--- src/rtl/trace_accum_engine_pkg.sv ---
// trace_accum_engine_pkg: shared state encoding, width helpers and saturating add
package trace_accum_engine_pkg;
  typedef enum logic [1:0] {IDLE, ISSUE, DRAIN, HOLD} state_t;
  function automatic int addr_w(input int nr, input int nc);
    return (nr * nc > 1) ? $clog2(nr * nc) : 1;
  endfunction
  function automatic int col_w(input int nc);
    return $clog2(nc + 1);
  endfunction
  function automatic logic signed [63:0] sat_add(input logic signed [63:0] a, input logic signed [63:0] b, input int w);
    logic signed [63:0] s, hi, lo;
    s = a + b;
    hi = (64'sd1 <<< (w - 1)) - 64'sd1;
    lo = -hi - 64'sd1;
    return (s > hi) ? hi : (s < lo) ? lo : s;
  endfunction
endpackage

--- src/rtl/trace_accum_engine_if.sv ---
// trace_accum_engine_if: job control, RAM read and result handshake bundle
interface trace_accum_engine_if
  import trace_accum_engine_pkg::*;
#(
  parameter int N = 16,
  parameter int ACC_WIDTH = 32,
  parameter int NR = 4,
  parameter int NC = 2
);
  localparam int ADDR_W = addr_w(NR, NC);
  localparam int COL_W = col_w(NC);
  logic start;
  logic [COL_W-1:0] num_cols;
  logic conj_en;
  logic busy;
  logic rd_en;
  logic [ADDR_W-1:0] y_rd_addr, g_rd_addr;
  logic signed [N-1:0] y_rd_data_r, y_rd_data_i, g_rd_data_r, g_rd_data_i;
  logic result_valid, result_ready;
  logic signed [ACC_WIDTH-1:0] trace_r, trace_i;
  logic ovf;
  modport master (
    output start, num_cols, conj_en, y_rd_data_r, y_rd_data_i, g_rd_data_r, g_rd_data_i, result_ready,
    input busy, rd_en, y_rd_addr, g_rd_addr, result_valid, trace_r, trace_i, ovf
  );
  modport slave (
    input start, num_cols, conj_en, y_rd_data_r, y_rd_data_i, g_rd_data_r, g_rd_data_i, result_ready,
    output busy, rd_en, y_rd_addr, g_rd_addr, result_valid, trace_r, trace_i, ovf
  );
endinterface

--- src/rtl/trace_accum_engine_cmac_sat_pipe.sv ---
// trace_accum_engine_cmac_sat_pipe: conj/multiply/shift stage feeding a saturating complex accumulator
module trace_accum_engine_cmac_sat_pipe
  import trace_accum_engine_pkg::*;
#(
  parameter int N = 16,
  parameter int Q = 8,
  parameter int ACC_WIDTH = 32,
  parameter int RD_LAT = 1
) (
  input  logic clk,
  input  logic rst_n,
  input  logic clr,
  input  logic conj_en,
  input  logic vin,
  input  logic signed [N-1:0] y_r,
  input  logic signed [N-1:0] y_i,
  input  logic signed [N-1:0] g_r,
  input  logic signed [N-1:0] g_i,
  output logic signed [ACC_WIDTH-1:0] acc_r,
  output logic signed [ACC_WIDTH-1:0] acc_i,
  output logic ovf,
  output logic active
);
  localparam int PW = 2 * N + 1;
  logic [RD_LAT-1:0] tag;
  logic prod_v, hit;
  logic signed [PW-1:0] yr, yi, gr, gi, mul_r, mul_i, prod_r, prod_i;
  logic signed [63:0] sum_r, sum_i;
  assign active = |tag || prod_v;
  // full-width complex product and the saturated next accumulator value
  always_comb begin
    yr = PW'(y_r);
    yi = PW'(y_i);
    gr = PW'(g_r);
    gi = PW'(g_i);
    mul_r = conj_en ? yr * gr + yi * gi : yr * gr - yi * gi;
    mul_i = conj_en ? yr * gi - yi * gr : yr * gi + yi * gr;
    sum_r = sat_add(64'(acc_r), 64'(prod_r), ACC_WIDTH);
    sum_i = sat_add(64'(acc_i), 64'(prod_i), ACC_WIDTH);
    hit = (sum_r != 64'(acc_r) + 64'(prod_r)) || (sum_i != 64'(acc_i) + 64'(prod_i));
  end
  // valid tag tracks RAM latency; stage A registers the scaled product, stage B accumulates
  always_ff @(posedge clk) begin
    if (!rst_n) begin
      tag <= '0;
      prod_v <= 1'b0;
      prod_r <= '0;
      prod_i <= '0;
      acc_r <= '0;
      acc_i <= '0;
      ovf <= 1'b0;
    end else begin
      tag <= RD_LAT'({tag, vin});
      prod_v <= tag[RD_LAT-1];
      if (tag[RD_LAT-1]) begin
        prod_r <= mul_r >>> Q;
        prod_i <= mul_i >>> Q;
      end
      if (clr) begin
        acc_r <= '0;
        acc_i <= '0;
        ovf <= 1'b0;
      end else if (prod_v) begin
        acc_r <= sum_r[ACC_WIDTH-1:0];
        acc_i <= sum_i[ACC_WIDTH-1:0];
        ovf <= ovf | hit;
      end
    end
  end
endmodule

--- src/rtl/trace_accum_engine.sv ---
// trace_accum_engine: trace(Y^H*G) or trace(Y^T*G) job engine over pipelined Y/G RAM reads
module trace_accum_engine
  import trace_accum_engine_pkg::*;
#(
  parameter int N = 16,
  parameter int Q = 8,
  parameter int ACC_WIDTH = 32,
  parameter int NR = 4,
  parameter int NC = 2,
  parameter int RD_LAT = 1
) (
  input logic clk,
  input logic rst_n,
  trace_accum_engine_if.slave bus
);
  localparam int ADDR_W = addr_w(NR, NC);
  localparam int COL_W = col_w(NC);
  localparam int CNT_W = ADDR_W > COL_W ? ADDR_W : COL_W;
  state_t state, nxt;
  logic [CNT_W-1:0] k, j, cols;
  logic [COL_W-1:0] eff_cols;
  logic conj, accept, last_col, last, pipe_active, pipe_ovf;
  logic signed [ACC_WIDTH-1:0] acc_r, acc_i;
  assign eff_cols = (bus.num_cols == '0 || bus.num_cols > COL_W'(NC)) ? COL_W'(NC) : bus.num_cols;
  assign accept = state == IDLE && bus.start;
  assign last_col = j == cols - 1'b1;
  assign last = last_col && k == CNT_W'(NR - 1);
  assign bus.busy = state != IDLE;
  assign bus.rd_en = state == ISSUE;
  assign bus.result_valid = state == HOLD;
  assign bus.y_rd_addr = ADDR_W'(int'(k) * NC + int'(j));
  assign bus.g_rd_addr = bus.y_rd_addr;
  // job sequencing: issue reads, drain the pipe, hold the result until accepted
  always_comb begin
    nxt = state;
    case (state)
      IDLE:    nxt = bus.start ? ISSUE : IDLE;
      ISSUE:   nxt = last ? DRAIN : ISSUE;
      DRAIN:   nxt = pipe_active ? DRAIN : HOLD;
      HOLD:    nxt = bus.result_ready ? IDLE : HOLD;
      default: nxt = IDLE;
    endcase
  end
  // state, job settings, row/column counters and the held result
  always_ff @(posedge clk) begin
    if (!rst_n) begin
      state <= IDLE;
      k <= '0;
      j <= '0;
      cols <= '0;
      conj <= 1'b0;
      bus.trace_r <= '0;
      bus.trace_i <= '0;
      bus.ovf <= 1'b0;
    end else begin
      state <= nxt;
      if (accept) begin
        cols <= CNT_W'(eff_cols);
        conj <= bus.conj_en;
      end
      if (state == ISSUE) begin
        j <= last_col ? '0 : j + 1'b1;
        k <= last ? '0 : last_col ? k + 1'b1 : k;
      end
      if (state == DRAIN && !pipe_active) begin
        bus.trace_r <= acc_r;
        bus.trace_i <= acc_i;
        bus.ovf <= pipe_ovf;
      end
    end
  end
  trace_accum_engine_cmac_sat_pipe #(.N(N), .Q(Q), .ACC_WIDTH(ACC_WIDTH), .RD_LAT(RD_LAT)) u_pipe (
    .clk(clk),
    .rst_n(rst_n),
    .clr(accept),
    .conj_en(conj),
    .vin(bus.rd_en),
    .y_r(bus.y_rd_data_r),
    .y_i(bus.y_rd_data_i),
    .g_r(bus.g_rd_data_r),
    .g_i(bus.g_rd_data_i),
    .acc_r(acc_r),
    .acc_i(acc_i),
    .ovf(pipe_ovf),
    .active(pipe_active)
  );
endmodule
--- src/flat_wrapper.sv ---
// flat-port wrapper written by rule: the top's interface ports become plain ports
module trace_accum_engine_flat import trace_accum_engine_pkg::*;
#(
  parameter int N = 16,
  parameter int Q = 8,
  parameter int ACC_WIDTH = 32,
  parameter int NR = 4,
  parameter int NC = 2,
  parameter int RD_LAT = 1
)
  (clk, rst_n, bus_start, bus_num_cols, bus_conj_en, bus_y_rd_data_r, bus_y_rd_data_i, bus_g_rd_data_r, bus_g_rd_data_i, bus_result_ready, bus_busy, bus_rd_en, bus_y_rd_addr, bus_g_rd_addr, bus_result_valid, bus_trace_r, bus_trace_i, bus_ovf);
  trace_accum_engine_if #(.N(N), .ACC_WIDTH(ACC_WIDTH), .NR(NR), .NC(NC)) bus_i ();
  input logic clk;
  input logic rst_n;
  input wire logic [$bits(bus_i.start)-1:0] bus_start;
  input wire logic [$bits(bus_i.num_cols)-1:0] bus_num_cols;
  input wire logic [$bits(bus_i.conj_en)-1:0] bus_conj_en;
  input wire logic [$bits(bus_i.y_rd_data_r)-1:0] bus_y_rd_data_r;
  input wire logic [$bits(bus_i.y_rd_data_i)-1:0] bus_y_rd_data_i;
  input wire logic [$bits(bus_i.g_rd_data_r)-1:0] bus_g_rd_data_r;
  input wire logic [$bits(bus_i.g_rd_data_i)-1:0] bus_g_rd_data_i;
  input wire logic [$bits(bus_i.result_ready)-1:0] bus_result_ready;
  output wire logic [$bits(bus_i.busy)-1:0] bus_busy;
  output wire logic [$bits(bus_i.rd_en)-1:0] bus_rd_en;
  output wire logic [$bits(bus_i.y_rd_addr)-1:0] bus_y_rd_addr;
  output wire logic [$bits(bus_i.g_rd_addr)-1:0] bus_g_rd_addr;
  output wire logic [$bits(bus_i.result_valid)-1:0] bus_result_valid;
  output wire logic [$bits(bus_i.trace_r)-1:0] bus_trace_r;
  output wire logic [$bits(bus_i.trace_i)-1:0] bus_trace_i;
  output wire logic [$bits(bus_i.ovf)-1:0] bus_ovf;
  assign bus_i.start = bus_start;
  assign bus_i.num_cols = bus_num_cols;
  assign bus_i.conj_en = bus_conj_en;
  assign bus_i.y_rd_data_r = bus_y_rd_data_r;
  assign bus_i.y_rd_data_i = bus_y_rd_data_i;
  assign bus_i.g_rd_data_r = bus_g_rd_data_r;
  assign bus_i.g_rd_data_i = bus_g_rd_data_i;
  assign bus_i.result_ready = bus_result_ready;
  assign bus_busy = bus_i.busy;
  assign bus_rd_en = bus_i.rd_en;
  assign bus_y_rd_addr = bus_i.y_rd_addr;
  assign bus_g_rd_addr = bus_i.g_rd_addr;
  assign bus_result_valid = bus_i.result_valid;
  assign bus_trace_r = bus_i.trace_r;
  assign bus_trace_i = bus_i.trace_i;
  assign bus_ovf = bus_i.ovf;
  trace_accum_engine #(.N(N), .Q(Q), .ACC_WIDTH(ACC_WIDTH), .NR(NR), .NC(NC), .RD_LAT(RD_LAT)) u_core (.clk(clk), .rst_n(rst_n), .bus(bus_i));
endmodule
--- config.mk ---
export PLATFORM = sky130hd
export DESIGN_NAME = trace_accum_engine_flat
export DESIGN_NICKNAME = d
export VERILOG_FILES = /design/src/rtl/trace_accum_engine_pkg.sv /design/src/rtl/trace_accum_engine_if.sv /design/src/rtl/trace_accum_engine_cmac_sat_pipe.sv /design/src/rtl/trace_accum_engine.sv /design/src/flat_wrapper.sv
export SDC_FILE = /design/constraint.sdc
export NUM_CORES = 2
export LEC_CHECK = 0
export CORE_MARGIN = 5
export CORE_UTILIZATION = 40
export DETAILED_ROUTE_END_ITERATION = 10
export PLACE_DENSITY_LB_ADDON = 0.05
export SKIP_LAST_GASP = 1
export SYNTH_ARGS = -nofsm -noshare
export SYNTH_HDL_FRONTEND = slang
export SYNTH_HIERARCHICAL = 1
export SYNTH_SLANG_ARGS = --single-unit
--- constraint.sdc ---
create_clock -name clk -period 17.4 [get_ports clk]
set_input_delay 1.74 -clock clk [delete_from_list [all_inputs] [get_ports clk]]
set_output_delay 1.74 -clock clk [all_outputs]
set_load 0.02 [all_outputs]
==> out/metrics.yaml <==
setup_path:
  endpoint_kind: "flop"
  critPathMaxFanout: 32
  path_common_cell: "fa_1"
  critPathRequiredTime_ns: 17.77
  startpoint_type: "primary input"
  path_class: "in -> reg"
  critPathMaxStageDelay_ns: 0.73
  cp_slowest_cell: "a221oi_1"
  cp.arrival_ns: 11.72
placement:
  io_buffers: 144
  dpl_cell_area_mm2: 0.0573
  hpwl_um: 125000
  place_congestion: 0.841
run:
  maxCapViolations: 0
synth:
  synthCells: 6249
  synth_fa_ha_area_share_pct: 50.2
  synth_edf_count: 0
  ys_ff_latch: 193
  ys.flop_type: "dfxtp_1"
  ys_seq_area_share_pct: 7.14
  synth-async-reset-ratio_pct: 0
  yosysTopAreaCellShare_pct: 38.8
  synth_top_family_by_area: "adder cells"
  yosys_warnings: 6
  synth_area_leader_cell: "fa_1"
  synth.avg_cell_area_um2: 8.66
  yosys.cell_types.count: 92
  synth_xor_area_share_pct: 4.79
  synth_compound_area_share_pct: 10.4
  synthMuxAreaShare_pct: 0.578
  yosys-top-cells-area: "fa_1 39%, ha_1 11%, inv_1 8.4%"
  synth-simple-area-share_pct: 16.4
  syn-num-nets: 7833
  netlist_area_mm2: 0.0541
route:
  wl_per_cell_um: 19.6
  first_pass_iters: 6
  final_antenna_net_count: 0
  drt_iter0_markers: 2265
  num_vias: 40800
  wl_um: 157000
  viasPerCell: 5.11
  drc: 0
clock_tree:
  postCtsSetupBuffers: 0
  cts_tree: "yes"
  clk_pin_slew_worst_paths_ns: 0.09
  cts_max_level: 4
  ctsResizeCount: 0
  clkLatencyLatePin_ns: 0.47
  numCtsBuffers: 17
  holdBufCountCts: 0
  cts.path.max_buffers: 2
  cts_num_sinks: 193
  cts_root_buf: "clkbuf_16"
grt:
  grtUsageTotal_pct: 22.4
  grt_pass1_vias: 42800
  grt_pass1_wl_um: 250000
  grt_max_degree: 76
  antenna_found_initial: 8
  overflow: 0
timing:
  fin_skew_ns: 0.0205
  setup_tns_ns: 0
  final_hold_viol_count: 0
  report.final.slew_viol_count: 0
  min_period_ns: 11.35
  finalCritPeriodShare_pct: 65.3
  final-setup-viol-count: 0
  rsz0062_at_grt: "no"
  max_freq_mhz: 88.1
  slew-limit-headroom_pct: 28.9
  tightestPinTransition_ns: 1.04
cells_and_area:
  drive_gt1_share_pct: 2.82
  fin_util_pct: 42.9
  design_area_mm2: 0.0579
  synthToLayoutAreaGrowth_pct: 6.93
  fin_nets: 7785
  insertedDiodeCount: 0
die:
  die_x_um: 378
  pin_count: 145
  core-area_mm2: 0.135
  num_rows: 135
  die_area_mm2: 0.143
  die_y_um: 378
  start_util_pct: 40.1
hold_path:
  holdCritPathClass: "reg -> reg"
run_status:
  status: "complete, no violations"
[synth_stat cells, types with 7 or more instances]
master     number
fa_1         1050
xor2_1         94
buf_2          19
mux2i_1        29
and4_1          7
a221oi_1        7
maj3_1         34
xnor2_1       200
o21bai_1       37
o21ai_0       155
a21boi_0       55
clkbuf_1      263
nor2b_1        78
a211oi_1       29
nor3_1         47
nor2_1        211
a21oi_1       283
or2_2          19
o21a_1         40
a211o_1         8
a21o_1         89
and2_1        458
o22ai_1         9
or3_1          15
a21boi_1       20
ha_1          463
nand2b_1       63
o31ai_1         9
nand3_1        47
o2111ai_1       7
nor3b_1         9
inv_1        1210
a31o_2          8
and3_1         29
nand4_1        16
nand2_1       772
o211ai_1       17
dfxtp_1       193
a31oi_1        25
[worst max-delay path, delay by kind of cell]
kind / cells / cell delay, ns
XOR/XNOR: 3 / 0.83
buffers and inverters: 5 / 1.00
AND/OR/NAND/NOR: 6 / 1.35
adder cells (fa/ha/maj): 8 / 3.80
AO/OA/AOI/OAI: 12 / 2.96
[cells by family after synthesis]
group / Yosys count
mux: 31
buf+inv: 1504
fa+ha+maj: 1547
flops: 193
xor+xnor: 295
compound gates: 871
simple gates: 1808
[layer usage]
| metal | track usage, % | wire, um | vias up |
|---|---|---|---|
| met2 | 37.4 | 73500 | 767 |
| met5 | 0 | 34 | - |
| met3 | 2.02 | 6270 | 100 |
| met1 | 32.1 | 73400 | 20700 |
| met4 | 4.36 | 3300 | 6 |
| li1 | - | - | 19200 |
[state kept, by name (all words and copies together), names as in the netlist, 3 cells and up]
name / flops
u_core/u_pipe/acc_i: 32
u_core/u_pipe/prod_r: 25
u_core/bus.trace_r: 32
u_core/k: 3
u_core/bus.trace_i: 32
u_core/u_pipe/prod_i: 25
u_core/j: 3
u_core/u_pipe/acc_r: 32
[layout make-up]
class | instances | area [um2]
Tap cell | 1781 | 2230
Clock buffer | 18 | 429
Fill cell | 13700 | 77100
Sequential cell | 193 | 3870
Inverter | 1210 | 4540
Timing Repair Buffer | 227 | 2060
Multi-Input combinational cell | 4552 | 44600
Clock inverter | 14 | 163
[through the flow]
stage	cells	setup slack, ns	hold WS [ns]
final	7995	6.05	0.453
after global routing	7995	5.50	0.476
after CTS	7995	6.16	0.459
after detailed placement	7963	5.69	0.446
after global placement	7963	5.71	0.444
after floorplan	6249	7.53	0.426
[path summary, 6_finish.rpt]
path	from	to	slack (ns)	depth (start not counted)
worst max-delay path	bus_g_rd_data_r[1]	u_core/u_pipe/prod_i[19]$_SDFFE_PN0P_	6.05	34
worst min register to register	u_core/bus.trace_i[22]$_SDFFE_PN0P_	u_core/bus.trace_i[22]$_SDFFE_PN0P_	0.45	2
worst min-delay path	u_core/bus.trace_i[22]$_SDFFE_PN0P_	u_core/bus.trace_i[22]$_SDFFE_PN0P_	0.45	2
worst max register to register	u_core/conj$_SDFFE_PN0P_	u_core/u_pipe/prod_i[19]$_SDFFE_PN0P_	12.45	15
[cell usage in the layout, fill, tap and decap left out, types with 15 or more instances in the layout]
master / n
fa_1: 1050
or3_1: 15
nand2b_1: 63
maj3_1: 34
nor2_1: 211
inv_1: 1210
or2_2: 19
a21o_1: 89
and3_1: 29
o21a_1: 40
xor2_1: 94
a21boi_0: 55
nand4_1: 16
a21boi_1: 20
a31oi_1: 25
mux2i_1: 29
a211oi_1: 29
dfxtp_1: 190
xnor2_1: 199
o211ai_1: 17
and2_1: 458
buf_4: 84
nand3_1: 47
clkdlybuf4s50_1: 142
o21ai_0: 155
a21oi_1: 283
nand2_1: 772
ha_1: 463
nor2b_1: 77
clkbuf_16: 17
o21bai_1: 37
nor3_1: 47
Power is left out: the tool's default activity adds up to more than one toggle a clock period on the data nets, which glitch-free logic cannot reach.
